File: src/rtl/spi_arbiter.sv
// spi_arbiter: two-requester Avalon-MM arbiter in front of one shared soft-SPI
// slave. One requester owns the slave at a time. Ownership ends when the owner
// writes the release pattern (addr 2, data[2:0] = 3'b111), or when the owner stays
// quiet for TIMEOUT cycles. On that timeout the arbiter issues the release write
// itself. Address 3 is a local status register that returns the current grant.

module spi_arbiter #(
  parameter int unsigned TIMEOUT = 1024
) (
  input  logic        clk,
  input  logic        reset_n,

  input  logic [1:0]  avs_s0_address,
  input  logic        avs_s0_read,
  input  logic        avs_s0_write,
  input  logic [31:0] avs_s0_writedata,
  output logic [31:0] avs_s0_readdata,
  output logic        avs_s0_waitrequest,

  input  logic [1:0]  avs_s1_address,
  input  logic        avs_s1_read,
  input  logic        avs_s1_write,
  input  logic [31:0] avs_s1_writedata,
  output logic [31:0] avs_s1_readdata,
  output logic        avs_s1_waitrequest,

  output logic [1:0]  avm_m0_address,
  output logic        avm_m0_read,
  output logic        avm_m0_write,
  output logic [31:0] avm_m0_writedata,
  input  logic [31:0] avm_m0_readdata,

  output logic [1:0]  grant
);

  // Arbiter states
  localparam logic [1:0] ST_IDLE  = 2'd0;
  localparam logic [1:0] ST_OWN0  = 2'd1;
  localparam logic [1:0] ST_OWN1  = 2'd2;
  localparam logic [1:0] ST_FORCE = 2'd3;

  // Address map
  localparam logic [1:0] ADDR_CTRL  = 2'd2;
  localparam logic [1:0] ADDR_LOCAL = 2'd3;

  // Last idle-count value tolerated before the forced release
  localparam logic [15:0] CNT_LAST = 16'(TIMEOUT - 32'd1);

  // Release pattern: a control-register write whose low three bits are all ones
  function automatic logic is_release(input logic        wr,
                                      input logic [1:0]  addr,
                                      input logic [31:0] wdata);
    is_release = wr && (addr == ADDR_CTRL) && (wdata[2:0] == 3'b111);
  endfunction

  logic [1:0]  state_q, state_d;
  logic        last_q, last_d;      // 1'b0 = s0 granted last, 1'b1 = s1
  logic [15:0] cnt_q, cnt_d;

  logic        s0_req_s, s1_req_s;  // request that targets the slave (addr 0-2)
  logic        s0_lrd_s, s1_lrd_s;  // local status read (addr 3)
  logic        fwd0_s, fwd1_s;      // owner access passed through this cycle
  logic        release_s;
  logic [1:0]  grant_s;

  // Decode requests and the forwarding condition from the current state
  always_comb begin
    s0_req_s  = (avs_s0_read | avs_s0_write) & (avs_s0_address != ADDR_LOCAL);
    s1_req_s  = (avs_s1_read | avs_s1_write) & (avs_s1_address != ADDR_LOCAL);
    s0_lrd_s  = avs_s0_read & (avs_s0_address == ADDR_LOCAL);
    s1_lrd_s  = avs_s1_read & (avs_s1_address == ADDR_LOCAL);
    fwd0_s    = (state_q == ST_OWN0) & s0_req_s;
    fwd1_s    = (state_q == ST_OWN1) & s1_req_s;
    grant_s   = {(state_q == ST_OWN1), (state_q == ST_OWN0)};
    if (fwd0_s) begin
      release_s = is_release(avs_s0_write, avs_s0_address, avs_s0_writedata);
    end else if (fwd1_s) begin
      release_s = is_release(avs_s1_write, avs_s1_address, avs_s1_writedata);
    end else begin
      release_s = 1'b0;
    end
  end

  // Next-state logic: arbitration in IDLE, release/timeout while owned
  always_comb begin
    state_d = state_q;
    last_d  = last_q;
    cnt_d   = cnt_q;
    case (state_q)
      ST_IDLE: begin
        cnt_d = 16'd0;
        if (s0_req_s && s1_req_s) begin
          // Tie goes to whoever did not win the previous grant
          if (last_q) begin
            state_d = ST_OWN0;
            last_d  = 1'b0;
          end else begin
            state_d = ST_OWN1;
            last_d  = 1'b1;
          end
        end else if (s0_req_s) begin
          state_d = ST_OWN0;
          last_d  = 1'b0;
        end else if (s1_req_s) begin
          state_d = ST_OWN1;
          last_d  = 1'b1;
        end else begin
          state_d = ST_IDLE;
        end
      end
      ST_OWN0, ST_OWN1: begin
        if (fwd0_s || fwd1_s) begin
          cnt_d = 16'd0;
          if (release_s) begin
            state_d = ST_IDLE;
          end else begin
            state_d = state_q;
          end
        end else if (cnt_q >= CNT_LAST) begin
          // Owner went silent: take the slave back with a forced release
          cnt_d   = 16'd0;
          state_d = ST_FORCE;
        end else begin
          cnt_d   = cnt_q + 16'd1;
          state_d = state_q;
        end
      end
      ST_FORCE: begin
        cnt_d   = 16'd0;
        state_d = ST_IDLE;
      end
      default: begin
        cnt_d   = 16'd0;
        state_d = ST_IDLE;
      end
    endcase
  end

  // State, round-robin history and idle counter registers
  always_ff @(posedge clk or negedge reset_n) begin
    if (!reset_n) begin
      state_q <= ST_IDLE;
      last_q  <= 1'b1;
      cnt_q   <= 16'd0;
    end else begin
      state_q <= state_d;
      last_q  <= last_d;
      cnt_q   <= cnt_d;
    end
  end

  // Master-side mux: owner pass-through, forced release write, or all zeros
  always_comb begin
    avm_m0_address   = 2'd0;
    avm_m0_read      = 1'b0;
    avm_m0_write     = 1'b0;
    avm_m0_writedata = 32'd0;
    if (fwd0_s) begin
      avm_m0_address   = avs_s0_address;
      avm_m0_read      = avs_s0_read;
      avm_m0_write     = avs_s0_write;
      avm_m0_writedata = avs_s0_writedata;
    end else if (fwd1_s) begin
      avm_m0_address   = avs_s1_address;
      avm_m0_read      = avs_s1_read;
      avm_m0_write     = avs_s1_write;
      avm_m0_writedata = avs_s1_writedata;
    end else if (state_q == ST_FORCE) begin
      avm_m0_address   = ADDR_CTRL;
      avm_m0_write     = 1'b1;
      avm_m0_writedata = 32'h0000_0007;
    end else begin
      avm_m0_address   = 2'd0;
    end
  end

  // Requester-side read data and stalls; stalls drop while reset is held
  always_comb begin
    if (s0_lrd_s) begin
      avs_s0_readdata = {30'd0, grant_s};
    end else if (fwd0_s) begin
      avs_s0_readdata = avm_m0_readdata;
    end else begin
      avs_s0_readdata = 32'd0;
    end
    if (s1_lrd_s) begin
      avs_s1_readdata = {30'd0, grant_s};
    end else if (fwd1_s) begin
      avs_s1_readdata = avm_m0_readdata;
    end else begin
      avs_s1_readdata = 32'd0;
    end
    avs_s0_waitrequest = s0_req_s & ~fwd0_s & reset_n;
    avs_s1_waitrequest = s1_req_s & ~fwd1_s & reset_n;
    grant              = grant_s;
  end

endmodule

File: config.mk
export PLATFORM = sky130hd
export DESIGN_NAME = spi_arbiter
export DESIGN_NICKNAME = d
export VERILOG_FILES = /design/src/rtl/spi_arbiter.sv
export SDC_FILE = /design/constraint.sdc
export NUM_CORES = 1
export LEC_CHECK = 0
export CORE_MARGIN = 1
export CORE_UTILIZATION = 28
export DETAILED_ROUTE_END_ITERATION = 8
export PLACE_DENSITY = 0.89
export SYNTH_ARGS = -nofsm -noshare
export SYNTH_HDL_FRONTEND = slang
export SYNTH_SLANG_ARGS = --single-unit
File: constraint.sdc
create_clock -name clk -period 2.5 [get_ports clk]
set_input_delay 0.375 -clock clk [delete_from_list [all_inputs] [get_ports clk]]
set_output_delay 0.375 -clock clk [all_outputs]
set_load 0.01 [all_outputs]
# [After elaboration in Yosys (flattened, before gate mapping)]
# Index checks and enable logic that the tools add are counted.
[totals] wordCells=76 in_bits=106 regBits=19 output_inout_bits=104
[classes] mux=32 n_eq_ne=13 n_lt_le_gt_ge=1 reduce_logical=12 bitwise=14 n_addsub=1
[op_table] cell="$mux 32" n=6
[op_table] cell="$mux 16" n=2
[op_table] cell="$pmux 16 s2" n=1
[op_table] cell="$mux 2" n=10
[op_table] cell="$add 16x1->16 const B" n=1
[op_table] cell="$ge 16x10->1 const B" n=1
[op_table] cell="$eq 2x2->1 const B" n=6
[op_table] cell="$mux 1" n=11
[op_table] cell="$and 1x1->1" n=10
[op_table] cell="$eq 3x3->1 const B" n=2
[op_table] cell="$ne 3x3->1 const B" n=2
[op_table] cell="$pmux 2 s3" n=1
[op_table] cell="$logic_and 1x1->1" n=5
[op_table] cell="$ne 2x2->1 const B" n=2
[op_table] cell="$reduce_and 2->1" n=2
[op_table] cell="$reduce_or 2->1" n=2
[op_table] cell="$mux 3" n=1
[op_table] cell="$reduce_bool 3->1" n=1
[op_table] cell="$eq 2x1->1 const B" n=1
[op_table] cell="$logic_not 2->1" n=1
[op_table] cell="$not 1->1" n=2
[op_table] cell="$or 1x1->1" n=2
[op_table] cell="$logic_or 1x1->1" n=1

# [Longest topological paths before layout]
[logic_depth] ltp_word=8 mapped_depth=8 depth_no_buf=6

# [Least setup slack after synthesis]
# No wires, ideal clock.
[synth_path] kind="register to output" start="reg state_q[1]" end="out avm_m0_address[0]" path_stages_with_launch=8 t_required_ns=2.125 setup_slack_ns=0.422 path_buffers=2 t_arrival_ns=1.703 path_cell_list="dfrtp_1 > inv_1 > ha_1 > and2_1 > clkbuf_1 > nor2_1 > clkbuf_1 > a22o_1"
[synth_between] word_cells_on_any_way=6 classes_between="eq/ne (2); mux (2); bitwise (2)"
[synth_lines] element="from (decl)" line="56" text="logic [1:0] state_q, state_d;"
[synth_lines] element="from (signal assigned)" line="146" text="state_q <= state_d;"
[synth_lines] element="$eq 2x1->1"
[synth_lines] element="net grant[0]" line="33" text="output logic [1:0] grant"
[synth_lines] element="$and 1x1->1" line="72" text="fwd0_s = (state_q == ST_OWN0) & s0_req_s;"
[synth_lines] element="$mux 2" line="158" text="if (fwd0_s) begin"
[synth_lines] element="to (decl)" line="27" text="output logic [1:0] avm_m0_address,"
# The timed path passes the listed nets, and every way through them passes these cells.

# [Final worst setup path]
[layout_path] start="in avs_s1_write" end="out avs_s1_readdata[31]"
[layout_between] elab_chain_cells=5
[layout_lines] element="from (decl)" line="22" text="input logic avs_s1_write,"
[layout_lines] element="$or 1x1->1" line="69" text="s1_req_s = (avs_s1_read | avs_s1_write) & (avs_s1_address != ADDR_LOCAL);"
[layout_lines] element="$and 1x1->1" line="69"
[layout_lines] element="$and 1x1->1" line="73" text="fwd1_s = (state_q == ST_OWN1) & s1_req_s;"
[layout_lines] element="$mux 32" line="188" text="end else if (fwd1_s) begin"
[layout_lines] element="$mux 32" line="186" text="if (s1_lrd_s) begin"
[layout_lines] element="to (decl)" line="24" text="output logic [31:0] avs_s1_readdata,"
# No other way between the ends.

==> out/qor.log <==
qor: clocking.cts_htree_levels 1
qor: timing.timing.final.crit_share 0.988
qor: yosys.netlist_area 1840 µm²
qor: floorplanning.floorplan.die_area 6890 µm²
qor: power.p_leak 2.08 nW
qor: routing.drt_drc_violations_left 0
qor: routing.wl_per_cell 17.4 µm
qor: placed_design.placed_area 4110 µm²
qor: routing.route.final.wire_length 9130 µm
qor: global_route.first_global_vias 2676
qor: layout.postLayoutCellArea 4200 µm²
qor: global_route.groute.usage.overall 0.257
qor: global_route.grt_pass1_wl 14400 µm
qor: clocking.numCtsBuffers 3
qor: power.share_of_power_burned_in_registers 0.151
qor: global_route.grt_remaining_overflow 0
qor: critical_path.worst_setup_path_start_kind input pin
qor: critical_path.crit_path_max_incr_delay 0.58 ns
qor: power.power.density 585 nW/µm²
qor: clocking.clk-insertion-delay-late 0.25 ns
qor: clocking.cts_hold_buffers 0
qor: timing.period_minus_slack 2.47 ns
qor: yosys.number_of_synthesis_warnings 0
qor: power.combPwrFrac 0.765
qor: critical_path.cp.arrival 2.09 ns
qor: clocking.clk_pin_slew 0.06 ns
qor: critical_path.cp_slowest_cell sky130_fd_sc_hd__clkdlybuf4s50_1
qor: yosys.synth_cells 232
qor: routing.drt_first_pass_iters 4
qor: clocking.tritoncts built
qor: layout.drive_above_1_share 0.0740
qor: layout.nets 558
qor: routing.vias_per_cell 5.08
qor: power.clock_power_share 0.084
qor: floorplanning.die_height 83.0 µm
qor: layout.multi_input_comb_area 1310 µm²
qor: power.net-switching-power 0.976 mW
qor: layout.num_antenna_cells 0
qor: routing.drt_iter0_drc 159
qor: timing.setup_violations 0
qor: placed_design.place_hpwl 7260 µm
qor: critical_path.critical_path_required 2.12 ns
qor: routing.num_vias 2657
qor: floorplanning.core.rowCount 29
qor: clocking.cts.sink_count 19
qor: floorplanning.floorplan.die.width 83.0 µm
qor: global_route.grt_max_degree 36
qor: global_route.grt_antenna_before_repair 0
qor: clocking.cts_buffer_depth 2
qor: timing.post-route-worst-setup-slack 0.0308 ns
qor: floorplanning.fp.coreArea 6350 µm²
qor: placed_design.gp_routability_congestion 0.880
qor: placed_design.pre_cts_slack -0.251 ns
qor: critical_path.path_max_fanout 33
qor: power.cell_internal_pwr 1.48 mW
qor: critical_path.critical_path.cell_chain clkdlybuf4s50_1, a2bb2oi_4, buf_8, and3_1, clkdlybuf4s50_1
qor: timing.max_freq 405 MHz
qor: yosys.synth.lib_cells_used.distinct 33
qor: critical_path.crit_buf_inv 3
qor: layout.flow.area_growth_from_synthesis 129%
qor: layout.n_fill_cell 520
qor: critical_path.worst_path_most_repeated_cell sky130_fd_sc_hd__clkdlybuf4s50_1
qor: power.peakVddDrop 0.421 mV
qor: yosys.post_synth.cell_area_avg 7.92 µm²
qor: timing.grt_setup_unrepaired yes
qor: timing.worst_clock_skew 0.00429 ns
qor: placed_design.numPortBuffers 209
qor: timing.finalHoldViolCount 0
qor: critical_path.end_kind output pin
qor: yosys.synth-seq-area-share 0.260
qor: layout.regArea 477 µm²
qor: yosys.register_bit_total_from_synthesis 19
qor: critical_path.family_with_the_most_delay_on_the_worst_path buffers and inverters
qor: status.outcome finished clean
qor: critical_path.crit_type in -> out
qor: routing.detail-route-antenna-nets 0
qor: flow_run.drv.max_cap_violation_count 0
qor: min_path.path_class_of_the_lowest_slack_min_delay_path reg -> reg
qor: timing.drv_slew 0
qor: floorplanning.start_util 0.289
qor: power.power.switching_fraction 0.398
qor: floorplanning.io_pins 210
qor: clocking.cts_root_buf sky130_fd_sc_hd__clkbuf_8
qor: layout.core_util_final 0.661
per-stage QoR:
step	hold slack [ns]	power, mW	instances	setup TNS (ns)
6_report	0.480	2.45	523	0
5_1_grt	0.512	2.60	523	-0.00584
4_1_cts	0.483	2.44	523	-0.0179
3_5_place_dp	0.478	2.29	518	-8.51
3_3_place_gp	0.462	2.25	518	-3.55
2_1_floorplan	0.0794	1.21	237	0
registers in the layout (all words and copies together), names as in the netlist:
signal	count
state_q	2
last_q	1
cnt_q	16
final timing paths:
kind / startpoint / endpoint / slack, ns / cells past startpoint
max reg2reg: cnt_q[12] / state_q[1] / 0.53 / 5
min: cnt_q[0] / cnt_q[0] / 0.48 / 1
max in group asynchronous: reset_n / last_q / 1.68 / 2
max: avs_s1_write / avs_s1_readdata[31] / 0.03 / 5
min reg2reg: cnt_q[0] / cnt_q[0] / 0.48 / 1
min in group asynchronous: reset_n / cnt_q[13] / 0.56 / 2
synth_stat cells:
library cell	number	area (µm²)
sky130_fd_sc_hd__a21o_1	1	7.51
sky130_fd_sc_hd__a21oi_1	8	40.0
sky130_fd_sc_hd__a22o_1	31	272
sky130_fd_sc_hd__a2bb2oi_2	2	30.0
sky130_fd_sc_hd__a32o_1	2	20.0
sky130_fd_sc_hd__and2_1	5	31.3
sky130_fd_sc_hd__and3_1	62	388
sky130_fd_sc_hd__and3b_1	2	17.5
sky130_fd_sc_hd__and4_1	1	8.76
sky130_fd_sc_hd__and4b_1	2	20.0
sky130_fd_sc_hd__clkbuf_1	23	86.3
sky130_fd_sc_hd__conb_1	1	3.75
sky130_fd_sc_hd__dfrtp_1	18	450
sky130_fd_sc_hd__dfstp_2	1	26.3
sky130_fd_sc_hd__ha_1	5	62.6
sky130_fd_sc_hd__inv_1	3	11.3
sky130_fd_sc_hd__mux2_1	2	22.5
sky130_fd_sc_hd__nand2_1	16	60.1
sky130_fd_sc_hd__nand3_1	7	35.0
sky130_fd_sc_hd__nand4_1	1	6.26
sky130_fd_sc_hd__nand4_2	1	12.5
sky130_fd_sc_hd__nand4b_1	1	8.76
sky130_fd_sc_hd__nor2_1	14	52.6
sky130_fd_sc_hd__nor2b_1	1	6.26
sky130_fd_sc_hd__nor3_2	1	10.0
sky130_fd_sc_hd__o211a_1	1	10.0
sky130_fd_sc_hd__o21ai_0	8	40.0
sky130_fd_sc_hd__o21ai_1	2	10.0
sky130_fd_sc_hd__or2_1	1	6.26
sky130_fd_sc_hd__or3b_1	1	8.76
sky130_fd_sc_hd__or4_4	1	11.3
sky130_fd_sc_hd__xnor2_1	2	17.5
sky130_fd_sc_hd__xor2_1	5	43.8
final cells by class:
| class | count | area share |
|---|---|---|
| multi-input cells | 192 | 0.311 |
| well taps | 77 | 0.0230 |
| repair buffers | 228 | 0.539 |
| flip-flops and latches | 19 | 0.114 |
| clock inverters | 1 | 0.00119 |
| inverters | 3 | 0.00268 |
| clock buffers | 3 | 0.00984 |
power by group through the flow:
stage / Sequential [mW] / Clock, mW / Combinational (mW)
2_1_floorplan: 0.369 / 0 / 0.846
3_3_place_gp: 0.372 / 0 / 1.88
3_5_place_dp: 0.375 / 0 / 1.92
4_1_cts: 0.369 / 0.211 / 1.86
5_1_grt: 0.375 / 0.228 / 2.00
6_report: 0.370 / 0.206 / 1.88
layout by cell type (no fill, tap or decap), types with 3 or more instances in the layout:
cell type and n:
sky130_fd_sc_hd__a21oi_1 8, sky130_fd_sc_hd__a22o_1 31, sky130_fd_sc_hd__and2_1 3, sky130_fd_sc_hd__and3_1 62
sky130_fd_sc_hd__buf_4 13, sky130_fd_sc_hd__buf_8 3, sky130_fd_sc_hd__clkbuf_8 3, sky130_fd_sc_hd__clkdlybuf4s50_1 166
sky130_fd_sc_hd__conb_1 6, sky130_fd_sc_hd__dfrtp_1 18, sky130_fd_sc_hd__dlygate4sd2_1 38, sky130_fd_sc_hd__dlymetal6s2s_1 4
sky130_fd_sc_hd__ha_1 5, sky130_fd_sc_hd__inv_1 3, sky130_fd_sc_hd__nand2_1 15, sky130_fd_sc_hd__nand3_1 7
sky130_fd_sc_hd__nor2_1 13, sky130_fd_sc_hd__o21ai_0 8, sky130_fd_sc_hd__xor2_1 5
repair_timing:
item,CTS,global route
pin swaps,1,1
gates resized for setup,46,10
setup endpoints to repair,71,18
setup buffers,1,0
endpoints found under the hold margin,0,0
gates cloned,1,0
metal layers:
layer  up-vias  GRT usage  part of all wire
li1       1281          -                 -
met4         0     0.0846             0.032
met2       104      0.483              0.53
met1      1251      0.290              0.39
met5         -          0                 0
met3        21     0.0437             0.049
kinds of logic after synthesis:
family                   count (synthesis)  share of synthesized area
AND/OR/NAND/NOR                        117                      0.372
AO/OA/AOI/OAI                           55                      0.234
buffers and inverters                   26                     0.0531
flip-flops                              19                      0.260
XOR/XNOR                                 7                     0.0334
adder cells (fa/ha/maj)                  5                     0.0341
multiplexers                             2                     0.0123
other                                    1                    0.00204
worst reg2reg max path: stages, from the launching register on:
cell and delay (ns):
sky130_fd_sc_hd__dfrtp_1 0.37, sky130_fd_sc_hd__or4_4 0.53, sky130_fd_sc_hd__nor3_2 0.15, sky130_fd_sc_hd__nand4_2 0.20
sky130_fd_sc_hd__o211a_1 0.29, sky130_fd_sc_hd__mux2_1 0.32
Note: power is estimated with default switching activity, not from simulation.
